File: src/rtl/accum_rr_sched.sv
// Round-robin scheduler that shares one Accum1D accumulator between NUM_REQ requesters.
// Walks each grant through the accumulator's en/done handshake and returns the post-add value.
module accum_rr_sched #(
    parameter int NUM_REQ     = 4,
    parameter int ADD_WIDTH   = 32,
    parameter int ACCUM_WIDTH = 64,
    parameter int TIMEOUT     = 16
) (
    input  logic                           clk,
    input  logic                           reset,
    input  logic [NUM_REQ-1:0]             req_valid,
    input  logic [NUM_REQ*ADD_WIDTH-1:0]   req_add,
    output logic [NUM_REQ-1:0]             req_ack,
    output logic [ACCUM_WIDTH-1:0]         result,
    output logic [NUM_REQ-1:0]             grant,
    output logic                           busy,
    input  logic                           clr_req,
    output logic                           err,
    input  logic                           err_clr,
    output logic                           acc_reset_l,
    output logic                           acc_en,
    output logic [ADD_WIDTH-1:0]           acc_add,
    input  logic [ACCUM_WIDTH-1:0]         acc_accum,
    input  logic                           acc_done
);

    localparam int PW = (NUM_REQ > 1) ? $clog2(NUM_REQ) : 1;
    localparam int TW = $clog2(TIMEOUT + 1);

    typedef enum logic [2:0] {IDLE, CLEAR, WAIT_DONE, WAIT_REL, ACK} state_t;

    state_t                 state, state_nxt;
    logic [PW-1:0]          ptr, ptr_nxt;
    logic [PW-1:0]          gidx, gidx_nxt;
    logic [TW-1:0]          tcnt, tcnt_nxt;
    logic [NUM_REQ-1:0]     grant_nxt, req_ack_nxt;
    logic [ACCUM_WIDTH-1:0] result_nxt;
    logic                   err_nxt, acc_en_nxt, acc_reset_l_nxt;
    logic                   pick_found;
    logic [PW-1:0]          pick_idx;
    logic                   timeout;

    // First requester at or above ptr, wrapping around.
    always_comb begin : pick
        int unsigned j;
        j          = 0;
        pick_found = 1'b0;
        pick_idx   = '0;
        for (int unsigned k = 0; k < NUM_REQ; k++) begin
            j = 32'(ptr) + k;
            if (j >= NUM_REQ) j = j - NUM_REQ;
            if (!pick_found && req_valid[PW'(j)]) begin
                pick_found = 1'b1;
                pick_idx   = PW'(j);
            end
        end
    end

    always_comb begin
        acc_add = '0;
        for (int unsigned i = 0; i < NUM_REQ; i++) begin
            if (grant[i]) acc_add = req_add[i*ADD_WIDTH +: ADD_WIDTH];
        end
    end

    assign timeout = (tcnt == TW'(TIMEOUT - 1));

    always_comb begin
        state_nxt       = state;
        ptr_nxt         = ptr;
        gidx_nxt        = gidx;
        tcnt_nxt        = '0;
        grant_nxt       = grant;
        req_ack_nxt     = '0;
        result_nxt      = result;
        err_nxt         = err & ~err_clr;
        acc_en_nxt      = acc_en;
        acc_reset_l_nxt = 1'b1;
        case (state)
            IDLE: begin
                if (clr_req) begin
                    acc_reset_l_nxt = 1'b0;
                    state_nxt       = CLEAR;
                end else if (pick_found) begin
                    grant_nxt  = NUM_REQ'(1) << pick_idx;
                    gidx_nxt   = pick_idx;
                    acc_en_nxt = 1'b1;
                    state_nxt  = WAIT_DONE;
                end
            end
            CLEAR: state_nxt = IDLE;
            WAIT_DONE: begin
                if (acc_done) begin
                    result_nxt = acc_accum;
                    acc_en_nxt = 1'b0;
                    state_nxt  = WAIT_REL;
                end else if (timeout) begin
                    err_nxt     = 1'b1;
                    acc_en_nxt  = 1'b0;
                    req_ack_nxt = grant;
                    state_nxt   = ACK;
                end else begin
                    tcnt_nxt = tcnt + 1'b1;
                end
            end
            WAIT_REL: begin
                if (!acc_done) begin
                    req_ack_nxt = grant;
                    state_nxt   = ACK;
                end else if (timeout) begin
                    err_nxt     = 1'b1;
                    acc_en_nxt  = 1'b0;
                    req_ack_nxt = grant;
                    state_nxt   = ACK;
                end else begin
                    tcnt_nxt = tcnt + 1'b1;
                end
            end
            ACK: begin
                grant_nxt = '0;
                ptr_nxt   = (gidx == PW'(NUM_REQ - 1)) ? '0 : gidx + 1'b1;
                state_nxt = IDLE;
            end
            default: state_nxt = IDLE;
        endcase
    end

    always_ff @(posedge clk) begin
        if (reset) begin
            state       <= IDLE;
            ptr         <= '0;
            gidx        <= '0;
            tcnt        <= '0;
            grant       <= '0;
            req_ack     <= '0;
            result      <= '0;
            err         <= 1'b0;
            acc_en      <= 1'b0;
            acc_reset_l <= 1'b0;
            busy        <= 1'b0;
        end else begin
            state       <= state_nxt;
            ptr         <= ptr_nxt;
            gidx        <= gidx_nxt;
            tcnt        <= tcnt_nxt;
            grant       <= grant_nxt;
            req_ack     <= req_ack_nxt;
            result      <= result_nxt;
            err         <= err_nxt;
            acc_en      <= acc_en_nxt;
            acc_reset_l <= acc_reset_l_nxt;
            busy        <= (state_nxt != IDLE);
        end
    end

endmodule

File: config.mk
export PLATFORM = sky130hd
export DESIGN_NAME = accum_rr_sched
export DESIGN_NICKNAME = d
export VERILOG_FILES = /design/src/rtl/accum_rr_sched.sv
export SDC_FILE = /design/constraint.sdc
export NUM_CORES = 1
export LEC_CHECK = 0
export BUFFER_PORTS_ARGS = -buffer_cell sky130_fd_sc_hd__buf_2
export CAP_MARGIN = 20
export CORE_AREA = 2 2 121 123
export CTS_CLUSTER_SIZE = 30
export DETAILED_ROUTE_END_ITERATION = 6
export DIE_AREA = 0 0 123 125
export GPL_TIMING_DRIVEN = 0
export MAX_ROUTING_LAYER = met4
export PLACE_DENSITY = 0.73
export SETUP_SLACK_MARGIN = 0.2
export SYNTH_ARGS = -nofsm -noshare
export SYNTH_HDL_FRONTEND = slang
export SYNTH_SLANG_ARGS = --single-unit
File: constraint.sdc
create_clock -name clk -period 1.7 [get_ports clk]
set_input_delay 0.425 -clock clk [delete_from_list [all_inputs] [get_ports clk]]
set_output_delay 0.425 -clock clk [all_outputs]
set_load 0.005 [all_outputs]
==> metrics.txt, run 1 <==
standard-cell rows=44; error that halted the flow=[ERROR DRT-0255] Maze Route cannot find path of net acc_add[17] in worker of routeBox ( 96600 0 ) ( 123000 48300 ).; final global-route overflow total=0; most common library cells after synthesis=sky130_fd_sc_hd__nand2_1 (169), sky130_fd_sc_hd__dfxtp_1 (88), sky130_fd_sc_hd__a21oi_1 (74); fraction of the yosys area taken by sequential cells=a little over two fifths; GR Util All Layers=a little over a fifth; Synth warnings=0; Inserted Clock Buffers=9; netlist area before placement=4120 sq um; starting density of the core=29.0%; number of clock sinks=88; number of nets in the synthesized netlist=739; post-place setup slack=-0.334 ns; Boundary Pins=309; vias in the first global route=4,956; outcome=aborted with a tool error; number of cells produced by synthesis=536; post-detail-place hpwl=13.2 mm; distinct cell type count after synthesis=38; dominant register cell in the synthesized netlist=sky130_fd_sc_hd__dfxtp_1; H-tree depth=3; cell types occupying the most area after synthesis=sky130_fd_sc_hd__dfxtp_1 (43%), sky130_fd_sc_hd__nand2_1 (15%), sky130_fd_sc_hd__a21oi_1 (9.0%); per-instance average area after synthesis=7.69 sq um; initial antenna violation count=4; maximum buffer depth of the clock tree=2; cts-stage hold buffer count=0; maximum number of pins on one net before global-route repair=18; classification of the worst endpoint=top-level output; number of buffers inserted by port buffering=308; Crit. endpoint post-GRT repair=acc_add[3]; Chip Width=between 100 and 150 um; final RePlAce weighted congestion=0.861; cell chosen for the clock root=sky130_fd_sc_hd__clkbuf_16; fraction of registers with async set or reset after synthesis=0%; leading cell type by number of instances after synthesis=sky130_fd_sc_hd__nand2_1; cell taking the most area after synthesis=sky130_fd_sc_hd__dfxtp_1; post-synth top area share=a little over two fifths; first-pass GRT wire length=approximately 24 mm; stage reached=detailed routing; Seq cells post-synth=88; EDFF count, synth=0; height of the chip=125 um
==> layer usage <==
metal	global-route usage (%)
met4	7.75
met5	-
met2	39.1
met3	5.16
met1	20.7
==> cells by family after synthesis <==
family / share of synthesized area [%]
AND/OR/NAND/NOR: 26.2
multiplexers: 0.243
adder cells (fa/ha/maj): 0.849
AO/OA/AOI/OAI: 25.0
XOR/XNOR: 0.425
flip-flops: 42.7
buffers and inverters: 4.58
==> metrics by stage <==
| step | area, sq um | std cells | utilization (%) |
|---|---|---|---|
| after global routing | 6800 | 1069 | 47.9 |
| after global placement | 5920 | 1028 | 41.7 |
| after floorplan | 4150 | 536 | - |
| after CTS | 6620 | 1065 | 46.6 |
| after detailed placement | 5920 | 1028 | 41.7 |
==> what timing repair did <==
item / 4_1_cts / 5_1_grt
cloned: 2 / 0
pin swaps: 19 / 12
buffers inserted: 19 / 2
endpoints found under the setup margin: 103 / 106
resized for setup: 70 / 56
==> run 2: changes to the inputs <==
CTS_CLUSTER_SIZE = unset   (was 30)
MAX_ROUTING_LAYER = unset   (was met4)
PLACE_DENSITY = unset   (was 0.73)
PLACE_DENSITY_LB_ADDON = 0.15   (was unset)
SETUP_SLACK_MARGIN = unset   (was 0.2)
==> run 2 against run 1 <==
- the flow now finishes, with violations (negative setup slack)
- synthesized area unchanged
- global-route usage is 0.92 points lower
- synthesized cell count unchanged
==> metrics.txt, run 2 <==
outcome=complete, but fails checks; violated checks=negative setup slack; capture point of the worst path=acc_add[3]; height of the chip=around 130 um; drt drc=0; maximum capacitance violations=0; fraction of registers with async set or reset after synthesis=0%; area inside the core boundary=approximately 14,000 sq um; critical path start-end classification=reg2out; number of nets in the synthesized netlist=739; post-route minimum period=2.09 ns; cell chosen for the clock root=sky130_fd_sc_hd__clkbuf_16; proportion of layout cells with a drive suffix above 1=47.6%; commonest cells after routing, fill and taps aside=sky130_fd_sc_hd__buf_2 (316), sky130_fd_sc_hd__nand2_1 (168), sky130_fd_sc_hd__dfxtp_1 (84), sky130_fd_sc_hd__a21oi_1 (74), sky130_fd_sc_hd__nor2b_1 (35); max reg flops=64; Chip Width=123 um; Crit path required time=~1.3 ns; VDD IR-drop max=0.786 mV; fraction of the yosys area taken by sequential cells=42.7%; PwrDens=between 700 and 800 nW/um^2; starting density of the core=29.0%; count of vias placed by the detailed router=4,948; EDFF count, synth=0; leakage=3.13 nW; Placed Area=just under 6000 sq um; standard-cell rows=44; slew at the pin closest to its max-slew limit=around 0.53 ns; Boundary Pins=between 300 and 400; distinct cell type count after synthesis=38; crit end category=output pin; netlist area before placement=4120 sq um; wire length reported by the detailed router=16.1 mm; final global-route overflow total=0; RSZ-0062 raised after global routing=true; die area=15,400 sq um; Layout area overhead=63.7%; arrival time of data at the critical path endpoint=~1.7 ns; GR Util All Layers=20.1%; reg2reg end=grant[2]$_SDFFE_PP0P_; maximum buffer depth of the clock tree=2; final hold violation count=0; Critical Path Source=grant[0]$_SDFFE_PP0P_; design internal power=0.00391 W; H-tree depth=3; combinational cell fraction of total power=22.1%; number of nets in the finished design=1,069; startpoint types=register; worst-path fanout max=6; Total Negative Setup Slacks=-9.17 ns; Seq cells post-synth=88; number of nets still failing antenna checks after routing=0; post-route clock skew=slightly above 0.007 ns; per-instance average area after synthesis=7.69 sq um; worst setup slack for register-to-register paths=~0.15 ns; number of cells on the worst reg-to-reg path=4; source of the worst register-to-register timing path=ptr[1]$_SDFFE_PP0P_; Inserted Clock Buffers=9; worst hold path class=in2reg; leading cell type by number of instances after synthesis=sky130_fd_sc_hd__nand2_1; total non-filler cell area in the finished layout=6750 sq um; number of buffers inserted by port buffering=308; switch share=about a quarter; post-place setup slack=-0.595 ns; share of the core filled with cells in the final layout=47.5%; largest registers=result: 64 flops, tcnt: 5 flops; DRC violation total after the first TritonRoute iteration=between 150 and 200; cell taking the most area after synthesis=sky130_fd_sc_hd__dfxtp_1; clock-pin slew reported for the worst setup and hold paths after clock tree synthesis=approximately 0.060 ns; cell types occupying the most area after synthesis=sky130_fd_sc_hd__dfxtp_1 (43%), sky130_fd_sc_hd__nand2_1 (15%), sky130_fd_sc_hd__a21oi_1 (9.0%); post-DR vias/cell=4.69; initial antenna violation count=2; Worst-Skew Late Latency=0.33 ns; post-synth top area share=42.7%; number of cells produced by synthesis=536; vias in the first global route=4,747; number of clock sinks=88; achievable frequency=477 MHz; relative max-transition margin=64.8%; final setup violation count=32; Tcrit/Tclk final=123%; hold_sp=acc_accum[15]; leading cell type in the layout, fill and taps excluded=sky130_fd_sc_hd__buf_2; first-pass GRT wire length=~24 mm; clock tree from TritonCTS=built; dominant register cell in the synthesized netlist=sky130_fd_sc_hd__dfxtp_1; maximum number of pins on one net before global-route repair=14; post-detail-place hpwl=around 12 mm; switching power total=0.00140 W; Seq pwr share=41.4%; final RePlAce weighted congestion=between 0.8 and 0.9; Clk network pwr share=36.5%; max-slew violations=0; number of iterations in the first detailed-routing pass=4; mean routed wirelength per cell=15.3 um; most common library cells after synthesis=sky130_fd_sc_hd__nand2_1 (169), sky130_fd_sc_hd__dfxtp_1 (88), sky130_fd_sc_hd__a21oi_1 (74); register name with the most flops=result; slack of the critical path=-0.395 ns; Synth warnings=0
[run 2: cell counts after synthesis]
Identical to the previous run, type by type.
[run 2: logic make-up after synthesis]
kind of cell	after synthesis	synth area share [%]
simple gates	241	26.2
mux	1	0.243
compound gates	154	25.0
fa+ha+maj	3	0.849
flops	88	42.7
xor+xnor	2	0.425
buf+inv	47	4.58
[run 2: layout make-up]
type,count,area [sq um]
clock inverters,3,43.8
inverters,4,15.0
flip-flops and latches,88,1770
multi-input cells,401,2440
well taps,184,230
clock buffers,11,243
repair buffers,322,1700
plain buffers,40,308
diodes,2,5.00
fillers,1446,7450
[run 2: metrics by stage]
stage                     power, W  instances  hold WS (ns)
after floorplan            0.00268        536         0.418
after global placement     0.00322       1028         0.434
after detailed placement   0.00321       1028         0.443
after CTS                  0.00535       1052         0.308
after global routing       0.00560       1054         0.316
final                      0.00531       1055         0.325
[run 2: repair_timing]
| action | CTS | global route |
|---|---|---|
| gates cloned | 2 | 0 |
| hold buffers | 0 | 0 |
| pin swaps | 8 | 8 |
| setup buffers | 9 | 3 |
| endpoints found under the hold margin | 0 | 0 |
| resized for setup | 89 | 25 |
| setup endpoints to repair | 92 | 99 |
[run 2: how the worst min path moves through the flow]
stage	endpoint	slack, ns	cells after the start
after floorplan	tcnt[0]$_SDFF_PP0_	0.42	1
after global placement	tcnt[0]$_SDFF_PP0_	0.43	1
after detailed placement	result[11]$_SDFFE_PP0P_	0.44	2
after CTS	result[16]$_SDFFE_PP0P_	0.31	3
after global routing	result[30]$_SDFFE_PP0P_	0.32	3
final	result[15]$_SDFFE_PP0P_	0.33	3
[run 2: metal layers]
layer	share of wire, %	global-route usage (%)	routed length (um)	vias up
li1	-	-	-	2539
met1	41	23.6	6630	2221
met2	50	35.4	8010	174
met3	7.9	5.98	1280	14
met4	1.3	5.08	215	0
met5	0	0	0	-
[run 2: worst max-delay path, stage by stage (launching register included)]
cell                       delay (ns)
sky130_fd_sc_hd__dfxtp_2         0.32
sky130_fd_sc_hd__nor2b_4         0.12
sky130_fd_sc_hd__buf_8           0.13
sky130_fd_sc_hd__buf_8           0.13
sky130_fd_sc_hd__buf_4           0.13
sky130_fd_sc_hd__a221oi_4        0.27
sky130_fd_sc_hd__o31ai_4         0.10
sky130_fd_sc_hd__buf_2           0.13
[run 2: power by group through the flow]
stage,sequential (W),clock [W],combinational [W]
floorplan,0.00225,0,0.000434
global placement,0.00224,0,0.000974
global route,0.00221,0.00210,0.00129
CTS,0.00220,0.00201,0.00114
detailed placement,0.00224,0,0.000969
finish,0.00220,0.00194,0.00117
Note: power is estimated with default switching activity, not from simulation.
==> run 3: changes to the inputs <==
ABC_AREA = 1   (was unset)
BUFFER_PORTS_ARGS = unset   (was -buffer_cell sky130_fd_sc_hd__buf_2)
CORE_AREA = 2 2 119 121   (was 2 2 121 123)
DIE_AREA = 0 0 121 123   (was 0 0 123 125)
DONT_BUFFER_PORTS = 1   (was unset)
==> run 3 against run 2 <==
- the flow still finishes with violations (negative setup slack)
- sequential power is 5% higher
- maximum frequency is 3.1% higher
- critical path depth is 1 lower
- design area is 15% lower
- die area is 3.2% lower
- combinational power is 15% lower
- worst setup slack better by 0.062 ns
- utilization is 5.4 points lower
- first-iteration DRC count is 25% higher
==> metrics.txt, run 3 <==
outcome=complete, but fails checks; violated checks=negative setup slack; startpoint types=register; cts-stage hold buffer count=0; maximum capacitance violations=0; final cell count without fillers=829; max reg flops=64; post-route clock skew=~0.0089 ns; count of vias placed by the detailed router=4,451; vias in the first global route=4,183; number of nets still failing antenna checks after routing=0; height of the chip=123 um; number of iterations in the first detailed-routing pass=4; drt drc=0; final RePlAce weighted congestion=0.802; GR Util All Layers=20.1%; maximum number of pins on one net before global-route repair=18; arrival time of data at the critical path endpoint=1.61 ns; total non-filler cell area in the finished layout=roughly 5700 sq um; Inserted Clock Buffers=9; Worst Hold Depth=2; number of clock sinks=88; worst hold path class=in2reg; max-slew violations=0; number of nets in the finished design=846; Placed Area=approximately 4700 sq um; number of cells on the worst reg-to-reg path=9; largest registers=result: 64 flops, tcnt: 5 flops; post-detail-place hpwl=12.4 mm; wire length reported by the detailed router=16.5 mm; first-pass GRT wire length=around 23 mm; critical path start-end classification=reg2out; dominant register cell in the synthesized netlist=sky130_fd_sc_hd__dfxtp_1; per-instance average area after synthesis=7.16 sq um; final global-route overflow total=0; fraction of the yosys area taken by sequential cells=between 30% and 40%; Seq cells post-synth=88; achievable frequency=just under 500 MHz; cell taking the most area after synthesis=sky130_fd_sc_hd__dfxtp_1; cell types occupying the most area after synthesis=sky130_fd_sc_hd__dfxtp_1 (40%), sky130_fd_sc_hd__nor2_1 (16%), sky130_fd_sc_hd__nand2_1 (6.9%); die area=between 10,000 and 15,000 sq um; crit end category=output pin; register name with the most flops=result; standard-cell rows=43; placed cells=802; Tcrit/Tclk final=120%; netlist area before placement=4450 sq um; final setup violation count=32; number of cells produced by synthesis=622; most common library cells after synthesis=sky130_fd_sc_hd__nor2_1 (185), sky130_fd_sc_hd__dfxtp_1 (88), sky130_fd_sc_hd__nand2_1 (82); fraction of registers with async set or reset after synthesis=0%; relative max-transition margin=54.4%; starting density of the core=roughly 33%; area inside the core boundary=13,600 sq um; leading cell type in the layout, fill and taps excluded=sky130_fd_sc_hd__nor2_1; Worst-Skew Late Latency=about 0.34 ns; worst-path fanout max=6; leading cell type by number of instances after synthesis=sky130_fd_sc_hd__nor2_1; final hold violation count=0; PwrDens=913 nW/um^2; number of nets in the synthesized netlist=825; commonest cells after routing, fill and taps aside=sky130_fd_sc_hd__nor2_1 (183), sky130_fd_sc_hd__dfxtp_1 (85), sky130_fd_sc_hd__nand2_1 (82), sky130_fd_sc_hd__o21ai_1 (61), sky130_fd_sc_hd__o31ai_2 (26); maximum buffer depth of the clock tree=2; clock tree from TritonCTS=built; Boundary Pins=309; H-tree depth=3; slew at the pin closest to its max-slew limit=around 0.68 ns; post-route minimum period=2.03 ns; Chip Width=121 um; post-synth top area share=roughly two fifths; RSZ-0062 raised after global routing=true; Layout area overhead=28.9%; proportion of layout cells with a drive suffix above 1=24.8%; distinct cell type count after synthesis=32; mean routed wirelength per cell=between 15 and 20 um; initial antenna violation count=1; post-DR vias/cell=approximately 5.4; number of buffers inserted by port buffering=0; EDFF count, synth=0; clock-pin slew reported for the worst setup and hold paths after clock tree synthesis=0.07 ns; cell chosen for the clock root=sky130_fd_sc_hd__clkbuf_16; Synth warnings=0; slack of the critical path=-0.332 ns; overall power consumption=0.00524 W; leakage=2.41 nW; Crit path required time=1.27 ns; DRC violation total after the first TritonRoute iteration=231; VDD IR-drop max=0.556 mV
==> run 3: changes by cell type after synthesis, moves of 13 or more <==
| cell | previous run | this run |
|---|---|---|
| sky130_fd_sc_hd__inv_1 | 4 | 23 |
| sky130_fd_sc_hd__buf_6 | 0 | 14 |
| sky130_fd_sc_hd__o21ai_1 | 1 | 61 |
| sky130_fd_sc_hd__nor2_1 | 8 | 185 |
| sky130_fd_sc_hd__nand2_1 | 169 | 82 |
| sky130_fd_sc_hd__a21oi_1 | 74 | 7 |
| sky130_fd_sc_hd__nor2b_1 | 37 | 0 |
| sky130_fd_sc_hd__nand2_2 | 0 | 13 |
==> run 3: logic make-up after synthesis <==
kind of cell | Yosys count | synth area share, %
AO/OA/AOI/OAI | 144 | 20.9
XOR/XNOR | 2 | 0.394
buffers and inverters | 74 | 9.31
AND/OR/NAND/NOR | 312 | 29.2
adder cells (fa/ha/maj) | 2 | 0.562
flip-flops | 88 | 39.6
==> run 3: per-layer routing <==
metal / global-route usage, % / wire length, um
met1: 24.1 / 6430
met2: 30.9 / 7510
met3: 7.70 / 1830
met4: 11.0 / 772
met5: 0 / 0
==> run 3: area by class of cell <==
cell class | instances | area (sq um)
diodes | 1 | 2.50
plain buffers | 45 | 465
clock buffers | 9 | 225
clock inverters | 7 | 65.1
fillers | 1367 | 7870
inverters | 29 | 111
multi-input cells | 460 | 2730
flip-flops and latches | 88 | 1770
well taps | 180 | 225
repair buffers | 10 | 141
==> run 3: worst paths after layout <==
path / start / endpoint / slack, ns
worst min register to register: tcnt[0]$_SDFF_PP0_ / tcnt[0]$_SDFF_PP0_ / 0.46
worst max register to register: state[0]$_SDFF_PP0_ / result[0]$_SDFFE_PP0P_ / 0.15
worst max-delay path: grant[1]$_SDFFE_PP0P_ / acc_add[13] / -0.33
worst min-delay path: acc_accum[34] / result[34]$_SDFFE_PP0P_ / 0.21
==> run 3: timing repair <==
action / in CTS / in global routing
cloned: 2 / 1
buffers inserted: 5 / 4
resized for setup: 97 / 45
endpoints found under the hold margin: 0 / 0
pin swaps: 12 / 23
setup endpoints to repair: 33 / 37
==> run 3: where the power goes <==
part           internal [W]  switching (W)
combinational      0.000447       0.000550
clock               0.00102       0.000915
sequential          0.00219       0.000113
==> run 3: worst max-delay path, cell delays in order, from the launching register on <==
cell	delay, ns
sky130_fd_sc_hd__dfxtp_4	0.36
sky130_fd_sc_hd__buf_8	0.12
sky130_fd_sc_hd__nor2_4	0.12
sky130_fd_sc_hd__buf_12	0.15
sky130_fd_sc_hd__buf_8	0.12
sky130_fd_sc_hd__a221oi_1	0.08
sky130_fd_sc_hd__o31ai_1	0.30
==> run 3: per-stage QoR <==
| step | setup TNS (ns) | util, % | hold WS [ns] | setup slack (ns) |
|---|---|---|---|---|
| 6_report | -9.14 | 42.2 | 0.214 | -0.332 |
| 5_1_grt | -10.70 | 42.2 | 0.204 | -0.374 |
| 4_1_cts | -10.60 | 40.2 | 0.204 | -0.388 |
| 3_5_place_dp | -11.35 | 34.4 | 0.434 | -0.747 |
| 3_3_place_gp | -10.17 | 34.4 | 0.430 | -0.679 |
| 2_1_floorplan | 0 | - | 0.418 | 0.0644 |
==> run 4: changes to the inputs <==
clock period = 2 ns   (was 1.7 ns; I/O delays follow)
==> run 4 against run 3 <==
- the flow still finishes with violations (negative setup slack)
- wire length is essentially flat
- critical path depth is the same
- first-iteration DRC count grew 22%
- highest routed layer unchanged
- register-to-register slack gained 0.18 ns
- sequential power shrank 15%
- clock-buffer cell count is the same
- clock power shrank 15%
- utilization shrank 0.60 points
- worst setup slack gained 0.20 ns
- design area shrank 1.4%
- sequential share of layout area grew 0.42 points
- die area is the same
==> metrics.txt, run 4 (synthesis results as in run 3) <==
DRC violation total after the first TritonRoute iteration=281; post-detail-place hpwl=12.4 mm; first-pass GRT wire length=22.9 mm; Hold Worst Slack=0.290 ns; post-DR vias/cell=5.43; post-route minimum period=2.13 ns; number of cells on the worst reg-to-reg path=9; register area=1770 sq um; Worst-Skew Late Latency=0.34 ns; outcome=complete, but fails checks; GR Util All Layers=between 20% and 30%; WHS Endpoint=result[34]$_SDFFE_PP0P_; Inserted Clock Buffers=9; maximum buffer depth of the clock tree=2; number of nets still failing antenna checks after routing=0; Crit path required time=approximately 1.5 ns; leading cell type in the layout, fill and taps excluded=sky130_fd_sc_hd__nor2_1; relative max-transition margin=a little under three fifths; vias in the first global route=4,203; arrival time of data at the critical path endpoint=1.63 ns; count of vias placed by the detailed router=4,493; share of the core filled with cells in the final layout=41.6%; VDD IR-drop max=0.472 mV; register name with the most flops=result; final RePlAce weighted congestion=between 0.8 and 0.9; height of the chip=between 100 and 150 um; wire length reported by the detailed router=16.6 mm; hold_sp=acc_accum[34]; worst setup slack for register-to-register paths=0.33 ns; clock tree from TritonCTS=built; Worst Hold Depth=2; RSZ-0062 raised after global routing=true; number of nets in the finished design=845; multi-input combinational cell area=2710 sq um; drt drc=0; max-slew violations=0; max reg flops=64; proportion of layout cells with a drive suffix above 1=between 20 and 25%; crit end category=output pin; largest registers=result: 64 flops, tcnt: 5 flops; final setup violation count=32; initial antenna violation count=1; area inside the core boundary=13,600 sq um; clock-pin slew reported for the worst setup and hold paths after clock tree synthesis=0.07 ns; post-route clock skew=0.00907 ns; Fill cells=1,377; placed cells=between 800 and 900; PwrDens=784 nW/um^2; Boundary Pins=between 300 and 400; Tcrit/Tclk final=107%; leakage=roughly 2.4 nW; commonest cells after routing, fill and taps aside=sky130_fd_sc_hd__nor2_1 (184), sky130_fd_sc_hd__dfxtp_1 (86), sky130_fd_sc_hd__nand2_1 (82), sky130_fd_sc_hd__o21ai_1 (61), sky130_fd_sc_hd__o31ai_2 (26); final hold violation count=0; Chip Width=around 120 um; starting density of the core=32.7%; number of iterations in the first detailed-routing pass=5; worst-path fanout max=3; reg2reg end=busy$_SDFF_PP0_; final global-route overflow total=0; achievable frequency=468 MHz; worst hold path class=in2reg; Placed Area=4680 sq um; die area=14,900 sq um; final cell count without fillers=828; violated checks=negative setup slack; slack of the critical path=-0.135 ns; Layout area overhead=27.1%; number of clock sinks=88; slew at the pin closest to its max-slew limit=0.665 ns; cell chosen for the clock root=sky130_fd_sc_hd__clkbuf_16; critical path start-end classification=reg2out; maximum capacitance violations=0; startpoint types=register; standard-cell rows=43; overall power consumption=approximately 0.0044 W; maximum number of pins on one net before global-route repair=18; mean routed wirelength per cell=between 15 and 20 um; H-tree depth=3; number of buffers inserted by port buffering=0; source of the worst register-to-register timing path=tcnt[0]$_SDFF_PP0_; total non-filler cell area in the finished layout=5660 sq um
run 4: changes by cell type in the layout (fill, tap and decap cells not counted), sizes merged:
cell,before,now
buf,33,34
clkbuf,31,29
run 4: per-layer routing:
metal	global-route usage, %	wire length (um)	vias to the layer above
li1	-	-	2137
met4	10.5	628	0
met1	24.2	6500	2055
met5	0	0	-
met2	31.1	7680	249
met3	7.80	1750	52
run 4: per-stage QoR:
step / worst slack, ns / TNS, ns
CTS: -0.165 / -3.57
floorplan: 0.289 / 0
finish: -0.135 / -2.15
global route: -0.152 / -3.68
global placement: -0.454 / -3.23
detailed placement: -0.522 / -4.31
run 4: how the worst max path moves through the flow:
| stage | depth (start not counted) | to | slack (ns) | from |
|---|---|---|---|---|
| floorplan | 5 | acc_add[23] | 0.29 | grant[1]$_SDFFE_PP0P_ |
| global placement | 4 | acc_add[26] | -0.45 | grant[1]$_SDFFE_PP0P_ |
| detailed placement | 4 | acc_add[26] | -0.52 | grant[1]$_SDFFE_PP0P_ |
| CTS | 5 | acc_add[26] | -0.17 | grant[1]$_SDFFE_PP0P_ |
| global route | 6 | acc_add[3] | -0.15 | grant[1]$_SDFFE_PP0P_ |
| finish | 6 | acc_add[0] | -0.13 | grant[1]$_SDFFE_PP0P_ |
run 4: what timing repair did:
action	4_1_cts	5_1_grt
resized for setup	91	43
gates cloned	2	1
hold buffers	0	0
setup buffers	5	2
endpoints found under the setup margin	32	33
pin swaps	11	17
run 4: area by class of cell:
cell class / count / share of cell area [%]
antenna: 1 / 0.0442
buffer: 45 / 7.63
clock buffer: 9 / 3.98
clock inverter: 7 / 1.15
inverter: 29 / 1.97
multi-input combinational: 460 / 47.9
sequential: 88 / 31.2
tap: 180 / 3.98
timing repair buffer: 9 / 2.08
run 4: worst max-delay path, stage by stage, from the launching register on:
cell,delay [ns]
sky130_fd_sc_hd__dfxtp_4,0.36
sky130_fd_sc_hd__buf_8,0.12
sky130_fd_sc_hd__nor2_4,0.13
sky130_fd_sc_hd__buf_4,0.12
sky130_fd_sc_hd__buf_4,0.10
sky130_fd_sc_hd__a221oi_1,0.08
sky130_fd_sc_hd__o31ai_2,0.39
run 4: power by group:
| part | switching (W) | leakage, nW | total, W | internal, W |
|---|---|---|---|---|
| clock network | 0.000780 | 0.132 | 0.00165 | 0.000866 |
| registers | 0.0000952 | 0.718 | 0.00196 | 0.00186 |
| logic | 0.000465 | 1.54 | 0.000830 | 0.000365 |
| total | 0.00134 | 2.39 | 0.00444 | 0.00310 |
